--- src/rtl/window_3x3_ctrl_pkg.sv ---
// Shared types and constants for the 3x3 window controller.
// Holds the 2-bit FSM encoding and the coordinate counter width.
package window_3x3_ctrl_pkg;

  localparam int CNT_W = 10;

  typedef enum logic [1:0] {
    IDLE   = 2'd0,
    FILL   = 2'd1,
    ACTIVE = 2'd2,
    DONE   = 2'd3
  } state_t;

endpackage

--- src/rtl/sync_delay_line.sv ---
// Fixed-depth shift register that keeps a bundle of sync and coordinate
// bits aligned with the 3x3 window register output.
module sync_delay_line #(
  parameter int W   = 1,
  parameter int DLY = 2
) (
  input  logic         clock,
  input  logic         rst_n,
  input  logic [W-1:0] d,
  output logic [W-1:0] q
);

  generate
    if (DLY == 0) begin : g_bypass
      assign q = d;
    end else begin : g_shift
      logic [W-1:0] taps [DLY];

      // NOTE: the tap array is a few flops rather than a RAM, so it is reset
      // and the window outputs read 0 straight out of reset.
      always_ff @(posedge clock or negedge rst_n) begin
        if (!rst_n) begin
          for (int i = 0; i < DLY; i++) taps[i] <= '0;
        end else begin
          taps[0] <= d;
          for (int i = 1; i < DLY; i++) taps[i] <= taps[i-1];
        end
      end

      assign q = taps[DLY-1];
    end
  endgenerate

endmodule

--- src/rtl/window_3x3_ctrl.sv ---
// Control for a 3x3 pixel window fed by a two-line shift RAM: gates the RAM
// strobes, tracks pixel coordinates and frame state, flags bad line lengths.
module window_3x3_ctrl
  import window_3x3_ctrl_pkg::*;
#(
  parameter int H_ACT    = 640,
  parameter int V_ACT    = 480,
  parameter int PIPE_DLY = 2
) (
  input  logic             clock,
  input  logic             rst_n,
  input  logic             per_frame_vsync,
  input  logic             per_frame_href,
  input  logic             per_frame_clken,
  output logic             ram_clken,
  output logic             ram_href,
  output logic             win_vsync,
  output logic             win_href,
  output logic             win_clken,
  output logic             win_valid,
  output logic [CNT_W-1:0] col_cnt,
  output logic [CNT_W-1:0] row_cnt,
  output logic             len_err,
  output logic             frame_done
);

  localparam int LW = CNT_W + 1;
  localparam int DW = 3 + 2 * CNT_W;
  localparam logic [CNT_W-1:0] COL_MAX  = CNT_W'(H_ACT - 1);
  localparam logic [CNT_W-1:0] ROW_MAX  = CNT_W'(V_ACT);
  localparam logic [CNT_W-1:0] TWO      = CNT_W'(2);
  localparam logic [LW-1:0]    LINE_LEN = LW'(H_ACT);
  localparam logic [LW-1:0]    LINE_SAT = LW'(H_ACT + 1);

  state_t           state, state_nxt;
  logic             vsync_q, href_q;
  logic [CNT_W-1:0] col_q, col_nxt;
  logic [CNT_W-1:0] row_q, row_nxt;
  logic [LW-1:0]    line_q, line_nxt;
  logic             len_err_nxt, frame_done_nxt;
  logic             run, vsync_rise, href_fall, pix_stb;
  logic [DW-1:0]    dly_in, dly_out;

  // DONE is treated like IDLE here so a finished frame cannot touch the RAM.
  assign run        = (state == FILL) || (state == ACTIVE);
  assign vsync_rise = per_frame_vsync & ~vsync_q;
  assign href_fall  = ~per_frame_href & href_q;
  assign pix_stb    = per_frame_clken & per_frame_href & run;

  assign ram_clken = pix_stb;
  assign ram_href  = per_frame_href & run;

  always_ff @(posedge clock or negedge rst_n) begin
    if (!rst_n) state <= IDLE;
    else        state <= state_nxt;
  end

  // NOTE: sequential state uses <= so every flop samples pre-edge values.
  always_ff @(posedge clock or negedge rst_n) begin
    if (!rst_n) begin
      vsync_q    <= 1'b0;
      href_q     <= 1'b0;
      col_q      <= '0;
      row_q      <= '0;
      line_q     <= '0;
      len_err    <= 1'b0;
      frame_done <= 1'b0;
    end else begin
      vsync_q    <= per_frame_vsync;
      href_q     <= per_frame_href;
      col_q      <= col_nxt;
      row_q      <= row_nxt;
      line_q     <= line_nxt;
      len_err    <= len_err_nxt;
      frame_done <= frame_done_nxt;
    end
  end

  // NOTE: every output of a comb block gets a default first, so no path
  // leaves it unassigned and no latch is inferred.
  always_comb begin
    col_nxt     = col_q;
    row_nxt     = row_q;
    line_nxt    = line_q;
    len_err_nxt = len_err;

    if (pix_stb) begin
      if (col_q != COL_MAX)   col_nxt  = col_q + 1'b1;
      if (line_q != LINE_SAT) line_nxt = line_q + 1'b1;
    end

    // Closing the line looks at the count including any strobe this cycle.
    if (run && href_fall) begin
      if (line_nxt != LINE_LEN) len_err_nxt = 1'b1;
      if (line_nxt != '0 && row_q != ROW_MAX) row_nxt = row_q + 1'b1;
      col_nxt  = '0;
      line_nxt = '0;
    end

    if (vsync_rise) begin
      col_nxt     = '0;
      row_nxt     = '0;
      line_nxt    = '0;
      len_err_nxt = 1'b0;
    end
  end

  always_comb begin
    state_nxt      = state;
    frame_done_nxt = 1'b0;
    case (state)
      IDLE, DONE: begin
        if (vsync_rise) state_nxt = FILL;
      end
      FILL: begin
        if (vsync_rise)          state_nxt = FILL;
        else if (row_nxt >= TWO) state_nxt = ACTIVE;
      end
      ACTIVE: begin
        if (vsync_rise) begin
          state_nxt = FILL;
        end else if (row_nxt == ROW_MAX) begin
          state_nxt      = DONE;
          frame_done_nxt = 1'b1;
        end
      end
      default: state_nxt = IDLE;
    endcase
  end

  // Coordinates are sampled before the increment, i.e. the index of the
  // pixel being strobed, then travel with the raw sync signals.
  assign dly_in = {per_frame_vsync, per_frame_href, per_frame_clken, row_q, col_q};

  sync_delay_line #(
    .W   (DW),
    .DLY (PIPE_DLY)
  ) u_sync_dly (
    .clock (clock),
    .rst_n (rst_n),
    .d     (dly_in),
    .q     (dly_out)
  );

  assign {win_vsync, win_href, win_clken, row_cnt, col_cnt} = dly_out;

  assign win_valid = win_clken & (row_cnt >= TWO) & (col_cnt >= TWO);

endmodule

--- config.mk ---
export PLATFORM = sky130hd
export DESIGN_NAME = window_3x3_ctrl
export DESIGN_NICKNAME = d
export VERILOG_FILES = /design/src/rtl/window_3x3_ctrl_pkg.sv /design/src/rtl/sync_delay_line.sv /design/src/rtl/window_3x3_ctrl.sv
export SDC_FILE = /design/constraint.sdc
export NUM_CORES = 1
export LEC_CHECK = 0
export CAP_MARGIN = 20
export CORE_AREA = 2 2 106 108
export DETAILED_ROUTE_END_ITERATION = 16
export DIE_AREA = 0 0 108 110
export SLEW_MARGIN = 10
export SYNTH_ARGS = -nofsm -noshare
export SYNTH_HDL_FRONTEND = slang
export SYNTH_SLANG_ARGS = --single-unit
--- constraint.sdc ---
create_clock -name clock -period 9.5 [get_ports clock]
set_input_delay 1.9 -clock clock [delete_from_list [all_inputs] [get_ports clock]]
set_output_delay 1.9 -clock clock [all_outputs]
set_load 0.03 [all_outputs]
Word level (Yosys, flattened, before mapping)
Index checks and enable logic that the tools add are counted.
- add/subtract/negate cells: 3
- magnitude comparators: 3
- equality and inequality tests: 11
- muxes and demuxes: 23
- bitwise operators: 9
- reduce and logical (&&, ||, !) cells: 13
- operators by type and width (kind ; count):
    $mux W10 ; 7
    $mux W11 ; 4
    $ge A10 B2 Y1 const B ; 3
    $ne A11 B10 Y1 const B ; 2
    $add A10 B1 Y10 const B ; 2
    $add A11 B1 Y11 const B ; 1
    $reduce_bool A11 Y1 ; 1
    $eq A10 B9 Y1 const B ; 1
    $mux W2 ; 5
    $ne A10 B10 Y1 const B ; 1
    $ne A10 B9 Y1 const B ; 1
    $and A1 B1 Y1 ; 7
    $mux W1 ; 6
    $ne A3 B2 Y1 const B ; 2
    $pmux W2 S3 ; 1
    $reduce_bool A3 Y1 ; 2
    $eq A2 B2 Y1 const B ; 2
    $reduce_and A2 Y1 ; 2
    $reduce_bool A2 Y1 ; 2
    $reduce_and A3 Y1 ; 1
    $eq A2 B1 Y1 const B ; 1
    $logic_and A1 B1 Y1 ; 2
    $logic_not A2 Y1 ; 1
    $ne A2 B2 Y1 const B ; 1
    other kinds (3) ; 4
- flip-flop bits (word level): 83
- input bits: 5
- output and inout bits: 28
- word-level logic and storage cells: 72

Depth between registers and ports, before layout
Gate-level depths: netlist of the first run.
- depth in word-level cells: 13
- gate-level depth with buffers: 14
- mapped depth without buffers: 13

Modules after synthesis
Synthesis of the first run repeated with hierarchy kept, for this count alone.
- cell total of the unflattened synthesis: 306
- area, all modules: 3513.4 µm²
- by module, submodules not included (module ; times used ; cells an instance ; area an instance (µm²) ; sequential area each (µm²)):
    window_3x3_ctrl ; 1 ; 237 ; 2189.6 ; 925.9
    sync_delay_line ; 1 ; 69 ; 1323.8 ; 1151.1

Least setup slack after synthesis of the first run
No wires, ideal clock.
- kind: in2reg
- start point: input port per_frame_href
- end point: register state[1]
- setup time: 136 ps
- arrival time: 4628 ps
- required time: 9364 ps
- path slack: 4736 ps
- cell stages on the path: 10
- buffers on the path: 1
- cell sequence: nand3b_2 > nor3_1 > and3_1 > buf_2 > mux2_2 > o311a_1 > or4_4 > o31a_1 > o311ai_1 > o41ai_1
- word-level cells in the longest chain between the ends: 11
- elaborated cells between the ends (all ways): 16
- classes of those cells: order compare: 1; eq/ne: 3; mux: 4; bitwise: 4; reduce/logical: 4
- RTL lines (what ; line ; RTL):
    start: declaration ; window_3x3_ctrl.sv:13 ; input logic per_frame_href,
    $and A1 B1 Y1 (2 in series) ; window_3x3_ctrl.sv:48 ; assign pix_stb = per_frame_clken & per_frame_href & run;
    $mux W11 ; window_3x3_ctrl.sv:87 ; if (pix_stb) begin
    $reduce_bool A11 Y1 ; window_3x3_ctrl.sv:95 ; if (line_nxt != '0 && row_q != ROW_MAX) row_nxt = row_q + 1'b1;
    $logic_and A1 B1 Y1 ; window_3x3_ctrl.sv:95 ;
    $mux W10 ; window_3x3_ctrl.sv:95 ;
    $mux W10 (*) ; window_3x3_ctrl.sv:93 ; if (run && href_fall) begin
    $mux W10 (*) ; window_3x3_ctrl.sv:100 ; if (vsync_rise) begin
    via row_nxt[3] ; window_3x3_ctrl.sv:38 ; logic [CNT_W-1:0] row_q, row_nxt;
    $ge A10 B2 Y1 / $eq A10 B9 Y1 (equally long branches) ; window_3x3_ctrl.sv:117, window_3x3_ctrl.sv:122 ;
    $ne A3 B2 Y1 (no line) ; -- ;
    $reduce_and A3 Y1 (no line) (*) ; -- ;
    end signal: assignment ; window_3x3_ctrl.sv:55 ; else state <= state_nxt;
    end: declaration ; window_3x3_ctrl.sv:35 ; state_t state, state_nxt;
Mark *: on every way through the listed nets, which the timed path passes. The rest lies on a longest branch.
A chain may end at the register's enable or synchronous reset.

Final worst setup path of the first run
- start point: input port per_frame_href
- end point: output port ram_clken
- word-level cells in the longest chain between the ends: 2
- RTL lines (what ; line ; RTL):
    $and A1 B1 Y1 (2 in series) ; window_3x3_ctrl.sv:48 ;
    end: declaration ; window_3x3_ctrl.sv:15 ; output logic ram_clken,
Every way passes these cells.

==> qor.yml, run 1 <==
outcome: "finished clean"
clk_latency_ps: 340
avgViaCountPerCell: 4.88
synth_top_family_by_area: "simple AND/OR/NAND/NOR gates"
max_cap_viol_count: 0
timing.rr.start: "state[0]$_DFFE_PN0P_"
die_y_um: 110
cts.sinks: 81
antennaDiodeCount: 0
cts_buffers: 9
endpoint_kind: "primary output"
whs_path_depth: 0
synth_edf_count: 0
drt-pass1-iter-count: 4
synthMuxAreaShare: 0.0165
routed_wl_mm: 6.54
antenna_found_initial: 0
start_kind: "primary input"
regToRegSetupSlack_ps: 5370
worst_r2r_path_depth: 11
worstPathArrival_ps: 3550
ys_types: 51
grt_pass1_vias: 2236
fin_area_sq_mm: 0.00416
peakVddDrop_uv: 71.4
r2r_end: "state[0]$_DFFE_PN0P_"
cts_root_buffer: "clkbuf_8"
htreeDepth: 3
slew_headroom: 0.406
drv_slew: 0
postPlaceCellArea_sq_mm: 0.00396
ctsResizeCount: 0
grt_start_max_net_pins: 82
hold_buffers: 0
wl_per_cell_um: 13.4
p_per_area_mw_per_mm2: 200
fin_nets: 354
multi_input_area_sq_mm: 0.00141
synth-xor-area-share: 0.0661
synthesis.instances: 336
setup_viol: 0
holdCritStartpoint: "u_sync_dly.g_shift.taps[33]$_DFF_PN0_"
synthFlopType: "dfrtp_1"
grt_pass1_wl_mm: 11.4
gp_congestion: 0.845
core_area_sq_mm: 0.0107
register_area_sq_mm: 0.00203
fill_cells: 1059
worstSetupPathType: "in -> out"
skew_ps: 12.3
synth_compound_area_frac: 0.0802
avgSynthCellArea_sq_um: 11.0
hold_path.class: "reg -> reg"
post-route-min-period_ps: 5450
fmax_mhz: 184
die_width_um: 108
period_share: 0.573
min_to: "u_sync_dly.q[10]$_DFF_PN0_"
hpwl_mm: 4.41
grt_setup_unrepaired: "no"
yosys_warnings: 0
rows: 38
synth_nets: 348
syn_to_final_growth_pct: 12.1
clkTransAtPathRegs_ps: 70
drc_errors: 0
tritoncts: "built"
synth_adder_area_share: 0.0263
final_antenna_net_count: 0
cts_setup_buffers: 0
syn_area_sq_mm: 0.00371
start_util: 0.347
drive_gt1_frac: 0.0954
vias: 2370
ys_seq_area_frac: 0.546
grt_usage: 0.124
grt_overflow: 0
synth_seq_cells: 81
p_leak_nw: 1.80
synthSimpleGateAreaFrac: 0.191
crit_required_ps: 7600
ioPinCount: 33
synthArstFlopShare: 1.00
finalHoldViolCount: 0
critical_path.max_fanout: 10
whs_ps: 347
drtIter0Drc: 167
port_buffers: 32
worst_pin_slew_ps: 889
die_area_sq_mm: 0.0119
clock_path_buffers: 2
finalSetupTns_ps: 0
## metal layers
layer / track usage / routed length, um / vias up
li1: - / - / 1151
met1: 0.174 / 3260 / 1163
met2: 0.184 / 2900 / 50
met3: 0.0312 / 298 / 6
met4: 0.0504 / 78 / 0
met5: 0 / 0 / -
## report_power, final
group / switching, mW / internal, mW
sequential: 0.0250 / 0.375
combinational: 0.127 / 0.0841
clock: 0.120 / 0.101
total: 0.272 / 0.560
## synth_stat cells (8+ instances only)
library cell | n | area, sq um
dfrtp_1 | 81 | 2030
nor2_1 | 39 | 146
buf_4 | 22 | 165
xnor2_1 | 18 | 158
nand2_1 | 16 | 60.1
nand3_1 | 13 | 65.1
xor2_1 | 10 | 87.6
o21ai_0 | 9 | 45.0
clkbuf_1 | 8 | 30.0
inv_1 | 8 | 30.0
## logic make-up after synthesis
family	Yosys count
XOR/XNOR	28
adder cells (fa/ha/maj)	8
flip-flops	81
multiplexers	6
AO/OA/AOI/OAI	40
AND/OR/NAND/NOR	126
buffers and inverters	47
## through the flow
stage	instances	util	power (mW)	setup slack, ps
floorplan	336	-	0.564	4740
global placement	470	0.371	0.611	3950
detailed placement	470	0.371	0.617	3900
CTS	485	0.386	0.842	4050
global route	486	0.389	0.887	3930
finish	486	0.389	0.833	4050
## cell type report
| cell class | instances | share of cell area |
|---|---|---|
| sequential | 81 | 0.487 |
| multi-input combinational | 208 | 0.339 |
| timing repair buffer | 33 | 0.0830 |
| tap | 140 | 0.0421 |
| clock buffer | 11 | 0.0340 |
| inverter | 9 | 0.00812 |
| clock inverter | 4 | 0.00692 |
## flip-flops by register name, summed over array words and instances (netlist names)
register and count:
frame_done 1, len_err 1, row_q 10, state 2
col_q 10, vsync_q 1, line_q 11, u_sync_dly.g_shift.taps 22
u_sync_dly.q 23
## worst max-delay path by stage
stage / from / end / slack [ps] / cells after the start
5_1_grt: per_frame_href / ram_clken / 3930 / 4
4_1_cts: per_frame_href / ram_clken / 4050 / 4
2_1_floorplan: per_frame_href / state[1]$_DFFE_PN0P_ / 4740 / 10
3_3_place_gp: per_frame_href / state[1]$_DFFE_PN0P_ / 3950 / 10
6_report: per_frame_href / ram_clken / 4050 / 4
3_5_place_dp: per_frame_href / state[1]$_DFFE_PN0P_ / 3900 / 10
## layout by cell type, fill, tap and decap left out, types with 8 or more instances in the layout
master and instances:
inv_1 8, nand3_1 13, dfrtp_1 81, o21ai_0 9, clkdlybuf4s50_1 31, xor2_1 10
xnor2_1 18, nand2_1 16, clkbuf_8 10, nor2_1 39
## critical path: stages
cell and delay (ps):
clkdlybuf4s50_1 590, nand3b_2 220, inv_1 160, clkdlybuf4s50_1 680
(Power assumes the default switching activity.)
==> run 2, diff against run 1 <==
clock period = 5.3 ns   (was 9.5 ns; I/O delays follow)
==> run 2 against run 1 <==
  * Cell count up 0.62%
  * Flip-flop and latch count unchanged
  * Critical endpoint is now state[1]$_DFFE_PN0P_
  * Critical path type is now in -> reg
  * Setup slack worse by 3200 ps
  * Via count down 0.84%
  * Largest cell class unchanged
==> qor.yml, run 2 (same netlist as run 1, synthesis figures left out) <==
drive_gt1_frac: 0.106  # +0.0106
grt_overflow: 0  # unchanged
cts_buffers: 9  # unchanged
grt_usage: 0.119  # -0.00478
core_area_sq_mm: 0.0107  # unchanged
regToRegSetupSlack_ps: 1090  # -4280 ps
postPlaceCellArea_sq_mm: 0.00398  # +0.38%
final_cell_mix: "dfrtp_1, nor2_1, clkdlybuf4s50_1, xnor2_1, nand2_1"
endpoint_kind: "flip-flop"
dr_wl_met2_mm: 2.74  # -5.2%
cts_setup_buffers: 0  # unchanged
grt_setup_unrepaired: "no"
finalHoldViolCount: 0  # unchanged
start_util: 0.347  # unchanged
drt-pass1-iter-count: 4  # unchanged
tritoncts: "built"
wl_met1_mm: 3.32  # +1.9%
worstPathArrival_ps: 4710  # +1160 ps
highest_layer: "met4"
slew_headroom: 0.692  # +0.286
grt_start_max_net_pins: 82  # unchanged
max_cap_viol_count: 0  # unchanged
htreeDepth: 3  # unchanged
grt_pass1_wl_mm: 11.1  # -2.7%
syn_to_final_growth_pct: 13.4
met3WireLength_um: 233  # -22%
outcome: "finished clean"
final_antenna_net_count: 0  # unchanged
critical_path.max_fanout: 10  # unchanged
port_buffers: 32  # unchanged
hold_path.class: "reg -> reg"
p_per_area_mw_per_mm2: 369  # +84%
dp_slack_ps: 478  # -3420 ps
gp_congestion: 0.834  # -1.2%
die_y_um: 110  # unchanged
vias: 2350  # -0.84%
clkTransAtPathRegs_ps: 90  # +20 ps
layout_commonest_cell: "dfrtp_1"
antenna_found_initial: 0  # unchanged
worstSetupPathType: "in -> reg"
die_area_sq_mm: 0.0119  # unchanged
worst_pin_slew_ps: 462  # -428 ps
fin_nets: 356  # +0.56%
finalSetupTns_ps: 0  # unchanged
p_leak_nw: 1.83  # +1.5%
hold_buffers: 0  # unchanged
drv_slew: 0  # unchanged
grt_pass1_vias: 2279  # +1.9%
cts.sinks: 81  # unchanged
whs_ps: 349  # +1.56 ps
ioPinCount: 33  # unchanged
ctsResizeCount: 0  # unchanged
peakVddDrop_uv: 143  # +100%
drtIter0Drc: 93  # -44%
setup_ws_ps: 811  # -3240 ps
clk_latency_ps: 340  # about the same
start_kind: "primary input"
largest_register_ffs: 23  # unchanged
crit_required_ps: 5520  # -2080 ps
wl_per_cell_um: 13.1  # -2.3%
fin_area_sq_mm: 0.00421  # +1.1%
routed_wl_mm: 6.42  # -1.7%
skew_ps: 12.0  # -0.291 ps
hpwl_mm: 4.34  # -1.6%
die_width_um: 108  # unchanged
rows: 38  # unchanged
cts_root_buffer: "clkbuf_8"
avgViaCountPerCell: 4.81  # -1.5%
antennaDiodeCount: 0  # unchanged
setup_viol: 0  # unchanged
fmax_mhz: 223
clock_path_buffers: 2  # unchanged
drc_errors: 0  # unchanged
post-route-min-period_ps: 4490
p_total_mw: 1.55  # +87%
period_share: 0.847
## run 2: changes by cell type in the layout (fill, tap and decap cells not counted), sizes merged
cell	change
bufinv	+1
buf	+2
clkbuf	-2
inv	+1
clkinv	+1
## run 2: final timing paths
check | from | end | cells after the start
max reg2reg | state[0]$_DFFE_PN0P_ | state[1]$_DFFE_PN0P_ | 11
max in group asynchronous | rst_n | u_sync_dly.g_shift.taps[33]$_DFF_PN0_ | 2
min | u_sync_dly.g_shift.taps[33]$_DFF_PN0_ | u_sync_dly.q[10]$_DFF_PN0_ | 0
max | per_frame_href | state[1]$_DFFE_PN0P_ | 10
min in group asynchronous | rst_n | line_q[9]$_DFF_PN0_ | 1
min reg2reg | u_sync_dly.g_shift.taps[33]$_DFF_PN0_ | u_sync_dly.q[10]$_DFF_PN0_ | 0
## run 2: area by class of cell
type	count	area, sq um
Sequential cell	81	2030
Multi-Input combinational cell	208	1410
Clock buffer	9	124
Timing Repair Buffer	35	360
Clock inverter	7	78.8
Inverter	9	33.8
Fill cell	1050	6490
Tap cell	140	175
## run 2: worst max-delay path, cell delays in order
cell and delay (ps):
clkdlybuf4s50_1 590, nand3b_2 230, nor3_1 410, and3_1 300, mux2_2 450, o311a_1 370
or4_4 540, o31a_1 350, o311ai_1 280, o41ai_1 120
## run 2: where the power goes
part,internal [mW],leakage (nW),total [mW],switching [mW]
Sequential,0.672,1.10,0.713,0.0412
Clock,0.222,0.0977,0.455,0.232
Combinational,0.154,0.625,0.385,0.231
Total,1.05,1.83,1.55,0.505
## run 2: routing by layer
metal  vias up  track usage
li1       1159            -
met2        39        0.177
met1      1141        0.165
met4         0       0.0495
met3        11       0.0323
met5         -            0
## run 2: stage by stage
step | util | instances
floorplan | - | 336
global placement | 0.372 | 472
detailed placement | 0.372 | 472
CTS | 0.391 | 488
global route | 0.393 | 489
finish | 0.393 | 489
==> run 3, diff against run 2 <==
clock period = 4.28 ns   (was 5.3 ns; I/O delays follow)
==> run 3 against run 2 <==
  * Via count is 2.9% higher
  * Total power is 28% higher
  * Cell count is 3.1% higher
  * Die area stayed put
  * Clock skew is 1.6 ps higher
  * Clock power is 29% higher
  * Clock-buffer cell count is 1 higher
  * Hold slack worse by 7.2 ps
  * First-iteration DRC count is 2.2% higher
  * Sequential share of layout area is 1.1 points lower
  * Register-to-register slack worse by 470 ps
  * Largest cell class unchanged
==> qor.yml, run 3 (same netlist as run 1, synthesis figures left out) <==
drv_slew: 0  # unchanged
endpoint_kind: "flip-flop"
hpwl_mm: 4.59  # +5.9%
cts_buffers: 9  # unchanged
htreeDepth: 3  # unchanged
seq_power_share: 0.443  # -0.016
cp.buffers_inverters: 2  # +1
drive_gt1_frac: 0.143  # +0.0368
layout_commonest_cell: "dfrtp_1"
drtIter0Drc: 95  # +2.2%
grt_start_max_net_pins: 82  # unchanged
power_frac_clock: 0.293  # about the same
fin_nets: 371  # +4.2%
port_buffers: 32  # unchanged
grt_pass1_wl_mm: 11.4  # +3.2%
avgViaCountPerCell: 4.80  # -0.13%
finalHoldViolCount: 0  # unchanged
max_cap_viol_count: 0  # unchanged
outcome: "finished clean"
start_kind: "primary input"
gp_congestion: 0.820  # -1.7%
fmax_mhz: 257
whs_ps: 342  # -7.15 ps
largest_register_ffs: 23  # unchanged
p_per_area_mw_per_mm2: 463  # +25%
peakVddDrop_uv: 171  # +20%
cts.sinks: 81  # unchanged
cts_setup_buffers: 0  # unchanged
die_width_um: 108  # unchanged
critical_path.max_fanout: 8  # -2
fill_cells: 1027  # -2.2%
routed_wl_mm: 6.61  # +2.9%
tritoncts: "built"
crit_chain: "clkdlybuf4s50_1 -> nand4_1 -> or4_4 -> a22oi_4 -> nand4_4 -> buf_4 -> nand2_1 -> o311ai_1 -> or4_4 -> o31a_1 -> o311ai_1 -> o41ai_1"
cp_slowest_cell: "or4_4"
rows: 38  # unchanged
clk_latency_ps: 350  # about the same
clock_path_buffers: 2  # unchanged
start_util: 0.347  # unchanged
skew_ps: 13.6  # +1.63 ps
ctsResizeCount: 0  # unchanged
wl_per_cell_um: 13.1  # -0.15%
die_y_um: 110  # unchanged
crit_family: "simple AND/OR/NAND/NOR gates"
cts_root_buffer: "clkbuf_8"
grt_pass1_vias: 2384  # +4.6%
worstPathArrival_ps: 4120  # -590 ps
final_antenna_net_count: 0  # unchanged
power_switching_uw: 638  # +26%
syn_to_final_growth_pct: 16.1
intPower_mw: 1.36  # +29%
cpPeakStageDelay_ps: 560  # -30 ps
sw_frac_of_total: 0.320  # -0.00503
antenna_found_initial: 0  # unchanged
drc_errors: 0  # unchanged
core_area_sq_mm: 0.0107  # unchanged
setup_viol: 0  # unchanged
die_area_sq_mm: 0.0119  # unchanged
hold_buffers: 0  # unchanged
grt_usage: 0.122  # +0.00326
p_leak_nw: 1.90  # +4.0%
ioPinCount: 33  # unchanged
vias: 2419  # +2.9%
crit_required_ps: 4500  # -1020 ps
p_comb_frac: 0.264  # +0.016
slew_headroom: 0.343  # -0.350
drt-pass1-iter-count: 4  # unchanged
period_share: 0.909
clkTransAtPathRegs_ps: 90  # about the same
grt_setup_unrepaired: "no"
antennaDiodeCount: 0  # unchanged
post-route-min-period_ps: 3890
final_cell_mix: "dfrtp_1, nor2_1, clkdlybuf4s50_1, buf_4, xnor2_1"
grt_overflow: 0  # unchanged
finalSetupTns_ps: 0  # unchanged
worstSetupPathType: "in -> reg"
worst_pin_slew_ps: 986  # +524 ps
hold_path.class: "reg -> reg"
-- run 3: cell count changes in the layout (fill, tap and decap cells not counted), sizes merged --
cell,previous run,this run
buf,4,19
clkbuf,9,10
clkinvlp,2,1
-- run 3: power groups by stage --
stage | logic (mW) | clock network, mW | registers, mW
4_1_cts | 0.531 | 0.602 | 0.886
2_1_floorplan | 0.356 | 0 | 0.895
3_3_place_gp | 0.523 | 0 | 0.896
3_5_place_dp | 0.529 | 0 | 0.901
5_1_grt | 0.585 | 0.630 | 0.897
6_report | 0.526 | 0.585 | 0.885
-- run 3: cell type report --
cell class / count / area, sq um / share of cell area
timing repair buffer: 50 / 453 / 0.105
clock inverter: 6 / 75.1 / 0.0174
tap: 140 / 175 / 0.0406
multi-input combinational: 208 / 1410 / 0.327
sequential: 81 / 2030 / 0.470
clock buffer: 10 / 138 / 0.0319
inverter: 9 / 33.8 / 0.00784
-- run 3: through the flow --
| stage | power [mW] | setup slack (ps) | std cells | util | instance area [sq um] |
|---|---|---|---|---|---|
| after floorplan | 1.25 | 560 | 336 | - | 3710 |
| after global placement | 1.42 | 96.3 | 488 | 0.383 | 4100 |
| after detailed placement | 1.43 | 16.4 | 488 | 0.383 | 4100 |
| after CTS | 2.02 | 404 | 504 | 0.403 | 4310 |
| after global routing | 2.11 | 203 | 504 | 0.403 | 4310 |
| final | 2.00 | 389 | 504 | 0.403 | 4310 |
-- run 3: worst paths after layout --
| check | startpoint | endpoint | slack (ps) | cells after the start |
|---|---|---|---|---|
| max in group asynchronous | rst_n | u_sync_dly.q[10]$_DFF_PN0_ | 2960 | 1 |
| worst min-delay path | u_sync_dly.g_shift.taps[28]$_DFF_PN0_ | u_sync_dly.q[5]$_DFF_PN0_ | 340 | 0 |
| worst min register to register | u_sync_dly.g_shift.taps[28]$_DFF_PN0_ | u_sync_dly.q[5]$_DFF_PN0_ | 340 | 0 |
| worst max register to register | state[0]$_DFFE_PN0P_ | state[1]$_DFFE_PN0P_ | 620 | 13 |
| min in group asynchronous | rst_n | line_q[10]$_DFF_PN0_ | 660 | 1 |
| worst max-delay path | per_frame_clken | state[1]$_DFFE_PN0P_ | 390 | 12 |
-- run 3: layer usage --
| layer | routed length (um) | vias up | track usage |
|---|---|---|---|
| li1 | - | 1183 | - |
| met1 | 3280 | 1180 | 0.166 |
| met2 | 3000 | 46 | 0.195 |
| met3 | 215 | 10 | 0.0212 |
| met4 | 110 | 0 | 0.0522 |
| met5 | 0 | - | 0 |
